**src/rtl/add_sub_pkg.sv**
```systemverilog
// Shared definitions for the bit-serial adder/subtractor: FSM state
// encoding and operation mode constants.
package add_sub_pkg;

  typedef enum logic [1:0] {
    ST_IDLE = 2'd0,
    ST_RUN  = 2'd1,
    ST_DONE = 2'd2
  } state_e;

  localparam logic MODE_ADD = 1'b0;
  localparam logic MODE_SUB = 1'b1;

endpackage

```
**src/rtl/serial_fa_cell.sv**
```systemverilog
// Single-bit combinational full adder; the only arithmetic element of
// the serial unit, reused once per clock for each operand bit.
module serial_fa_cell (
  input  logic a,
  input  logic b,
  input  logic cin,
  output logic s,
  output logic co
);

  assign s  = a ^ b ^ cin;
  assign co = (a & b) | (cin & (a ^ b));

endmodule

```
**src/rtl/serial_add_sub_unit.sv**
```systemverilog
// Bit-serial adder/subtractor. Operands are consumed LSB-first, one bit
// per clock, through one full-adder cell and a carry flip-flop. Subtract
// is done as a + ~b + 1 by inverting b at load and presetting the carry.
module serial_add_sub_unit
  import add_sub_pkg::*;
#(
  parameter int WIDTH = 8
) (
  input  logic             clk,
  input  logic             rst_n,
  input  logic             start,
  input  logic             mode,
  input  logic [WIDTH-1:0] a,
  input  logic [WIDTH-1:0] b,
  output logic             busy,
  output logic             done,
  output logic [WIDTH-1:0] sum,
  output logic             cout,
  output logic             overflow
);

  localparam int CW = $clog2(WIDTH + 1);

  state_e           state_r;
  logic [WIDTH-1:0] op_a_r;
  logic [WIDTH-1:0] op_b_r;
  logic [WIDTH-1:0] acc_r;
  logic             carry_r;
  logic [CW-1:0]    cnt_r;

  logic             bit_s;
  logic             carry_s;
  logic [WIDTH-1:0] acc_next_s;
  logic             last_bit_s;

  serial_fa_cell u_cell (
    .a   (op_a_r[0]),
    .b   (op_b_r[0]),
    .cin (carry_r),
    .s   (bit_s),
    .co  (carry_s)
  );

  // Result word after shifting the current sum bit in from the MSB side.
  always_comb begin
    acc_next_s            = acc_r >> 1'b1;
    acc_next_s[WIDTH-1]   = bit_s;
  end

  assign last_bit_s = (cnt_r == CW'(WIDTH - 1));

  // Control FSM with datapath registers and registered outputs. In the
  // last bit, carry_r still holds the carry into the MSB, so overflow is
  // formed from it and the cell's carry out.
  always_ff @(posedge clk or negedge rst_n) begin
    if (!rst_n) begin
      state_r  <= ST_IDLE;
      op_a_r   <= '0;
      op_b_r   <= '0;
      acc_r    <= '0;
      carry_r  <= 1'b0;
      cnt_r    <= '0;
      busy     <= 1'b0;
      done     <= 1'b0;
      sum      <= '0;
      cout     <= 1'b0;
      overflow <= 1'b0;
    end else begin
      case (state_r)
        ST_IDLE, ST_DONE: begin
          done <= 1'b0;
          if (start) begin
            op_a_r  <= a;
            op_b_r  <= b ^ {WIDTH{mode}};
            carry_r <= (mode == MODE_SUB) ? 1'b1 : 1'b0;
            cnt_r   <= '0;
            busy    <= 1'b1;
            state_r <= ST_RUN;
          end else begin
            busy    <= 1'b0;
            state_r <= ST_IDLE;
          end
        end
        ST_RUN: begin
          carry_r <= carry_s;
          op_a_r  <= op_a_r >> 1'b1;
          op_b_r  <= op_b_r >> 1'b1;
          acc_r   <= acc_next_s;
          cnt_r   <= cnt_r + CW'(1'b1);
          if (last_bit_s) begin
            sum      <= acc_next_s;
            cout     <= carry_s;
            overflow <= carry_r ^ carry_s;
            busy     <= 1'b0;
            done     <= 1'b1;
            state_r  <= ST_DONE;
          end else begin
            busy     <= 1'b1;
            done     <= 1'b0;
            state_r  <= ST_RUN;
          end
        end
        default: begin
          busy    <= 1'b0;
          done    <= 1'b0;
          state_r <= ST_IDLE;
        end
      endcase
    end
  end

endmodule

```
**config.mk**
```make
export PLATFORM = sky130hd
export DESIGN_NAME = serial_add_sub_unit
export DESIGN_NICKNAME = d
export VERILOG_FILES = /design/src/rtl/add_sub_pkg.sv /design/src/rtl/serial_fa_cell.sv /design/src/rtl/serial_add_sub_unit.sv
export SDC_FILE = /design/constraint.sdc
export NUM_CORES = 1
export LEC_CHECK = 0
export CORE_MARGIN = 2
export CORE_UTILIZATION = 40
export CTS_CLUSTER_SIZE = 8
export DETAILED_ROUTE_END_ITERATION = 8
export HOLD_SLACK_MARGIN = 0.02
export PLACE_DENSITY = 0.72
export SYNTH_ARGS = -nofsm -noshare
export SYNTH_HDL_FRONTEND = slang
export SYNTH_SLANG_ARGS = --single-unit
```
**constraint.sdc**
```tcl
create_clock -name clk -period 3.9 [get_ports clk]
set_input_delay 0.39 -clock clk [delete_from_list [all_inputs] [get_ports clk]]
set_output_delay 0.39 -clock clk [all_outputs]
set_load 0.03 [all_outputs]
```
==> results.json <==
{
  "outcome": "finished clean",
  "drt_iter0_markers": 59,
  "rsz0062_at_grt": "no",
  "fp.dieH_um": 70.01,
  "htree_levels": 2,
  "worstMarginPinSlew_ns": 0.8597,
  "crit_buf_inv": 1,
  "post_cts_buffers": 0,
  "drive_above_1_share_pct": 17.50,
  "grt_pass1_vias": 1161,
  "antenna_found_initial": 0,
  "maxSlewViolCount": 0,
  "grt_max_degree": 42,
  "finalNonFillerCells": 212,
  "startpoint": "state_r[0]",
  "seq_area_frac_synth_pct": 58.87,
  "r2r-start": "state_r[0]",
  "ant_nets": 0,
  "cpPeakStageDelay_ns": 0.75,
  "final_nets": 181,
  "cts_root_buf": "clkbuf_8",
  "worstPathCellList": "nor2b_2, buf_4, nor3b_2, mux2_2",
  "yosysMostFrequentCell": "dfrtp_1",
  "ir_drop_mv": 0.3536,
  "cp_top_family": "simple AND/OR/NAND/NOR gates",
  "max_freq_mhz": 465.1,
  "ys.warnings.count": 0,
  "required_ns": 4.07,
  "cp_slowest_cell": "nor3b_2",
  "die-area_um2": 4901,
  "yosys.area.top_type": "dfrtp_1",
  "yosysUniqueCellTypes": 23,
  "io-pin-count": 32,
  "antenna_cells": 0,
  "initial_core_util_pct": 40.87,
  "period_share_pct": 55.14,
  "postCtsHoldBufs": 0,
  "fin_crit_ns": 2.150,
  "hp-class": "in2async",
  "final_hold_viol_count": 0,
  "synth_edf_count": 0,
  "gp_congestion": 0.7133,
  "start_kind": "register",
  "ys_seq_elements": 41,
  "cts_max_path_buffers": 2,
  "grt-ovfl-total": 0,
  "seqCellArea_um2": 1026,
  "clkTransAtPathRegs_ns": 0.07,
  "arrival_ns": 2.32,
  "critical_path_class": "reg2reg",
  "dp_cells": 204,
  "p_leak_uw": 0.0009913,
  "finalInstanceArea_um2": 2165,
  "drv_cap": 0,
  "multi_input_area_um2": 673.1,
  "fillers": 383,
  "grt_pass1_wl_um": 5326,
  "powerDensity_nw_per_um2": 806.9,
  "clock_sinks": 41,
  "dr.pass1.iters": 4,
  "portBuffers": 31,
  "max-slew-margin-rel_pct": 42.69,
  "via_per_inst": 5.330,
  "yosysTopAreaCellShare_pct": 58.87,
  "crit_fanout": 31,
  "syn_inst": 127,
  "p_total_uw": 1747,
  "fp-row-count": 24,
  "skew_ns": 0.003544,
  "area_growth_syn_to_layout_pct": 24.19,
  "cts_buffers": 5,
  "wl_um": 2949,
  "core-area_um2": 4264,
  "synth_ff_type": "dfrtp_1",
  "synth_commonest_cells": "dfrtp_1 (41), mux2_2 (17), a22o_1 (12)",
  "place_hpwl_um": 2000,
  "cts_tree": "done",
  "synthTopCellsByArea": "dfrtp_1 (59%), mux2_2 (11%), a22o_1 (6.0%)",
  "track_usage_pct": 13.52,
  "synth_fp_nets": 149,
  "insertion_delay_ns": 0.28,
  "die_w_um": 70.01,
  "syn-cell-area_um2": 1743,
  "drcViolationCount": 0,
  "synthArstFlopShare_pct": 100.0,
  "cts_resized": 0,
  "setup_violations": 0,
  "post_drt_wl_per_cell_um": 13.91,
  "avgSynthCellArea_um2": 13.72,
  "vias": 1130,
  "placedInstanceArea_um2": 2085,
  "setup-tns-final_ns": 0,
  "end_kind": "register"
}
-- state kept, by name, indices dropped and copies added (netlist names) --
name      flops
overflow      1
acc_r         7
cout          1
carry_r       1
op_a_r        8
state_r       2
op_b_r        8
cnt_r         4
sum           8
done          1
-- stage by stage --
stage	hold WS (ns)	worst slack (ns)	utilization [%]
floorplan	0.09441	2.302	-
global placement	0.4590	1.865	48.89
detailed placement	0.4662	1.767	48.89
CTS	0.2536	1.752	50.76
global route	0.3010	1.582	50.76
finish	0.2182	1.750	50.76
-- power breakdown --
part	internal (uW)	switching (uW)	leakage [uW]	total (uW)
Clock	127	125	0.0000395	252
Sequential	619	121	0.000513	740
Combinational	393	361	0.000439	754
Total	1140	607	0.000991	1750
-- metal layers --
metal | up-vias | part of all wire, % | global-route usage, % | wire length [um]
li1 | 517 | - | - | -
met1 | 579 | 45 | 17.21 | 1320
met2 | 29 | 49 | 22.22 | 1454
met3 | 5 | 5.0 | 3.896 | 147
met4 | 0 | 0.92 | 4.487 | 27
met5 | - | 0 | 0 | 0
-- logic make-up (layout without fill, tap and decap cells) --
logic type	Yosys count	in the layout	synth area share, %
buffers and inverters	8	41	2.512
multiplexers	19	19	12.13
AO/OA/AOI/OAI	28	28	13.78
AND/OR/NAND/NOR	19	19	5.816
XOR/XNOR	10	10	5.025
adder cells (fa/ha/maj)	2	2	1.866
flip-flops	41	41	58.87
-- layout make-up --
cell class	count	area share, %
Timing Repair Buffer	33	14.80
Tap cell	52	3.006
Sequential cell	41	47.40
Clock buffer	8	3.699
Multi-Input combinational cell	78	31.10
-- path summary, 6_finish.rpt --
check / to / slack [ns] / cells past startpoint
max in group asynchronous: sum[2] / 3.14 / 1
min in group clk: op_a_r[1] / 0.48 / 1
max reg2reg: overflow / 1.75 / 4
min reg2reg: op_a_r[1] / 0.48 / 1
min: op_a_r[6] / 0.22 / 1
max: overflow / 1.75 / 4
-- cell usage in the layout (no fill, tap or decap), drive strengths merged, types with 2 or more instances in the layout --
master | Yosys | routed
mux2i | 2 | 2
nor3b | 2 | 2
nand2 | 3 | 3
mux2 | 17 | 17
xnor2 | 8 | 8
xor2 | 2 | 2
clkdlybuf4s50 | 0 | 30
a221o | 7 | 7
a21o | 8 | 8
nor2b | 3 | 3
dfrtp | 41 | 41
clkbuf | 1 | 8
a22o | 12 | 12
nor2 | 9 | 9
buf | 7 | 3
Power figures use the tool's default switching activity.
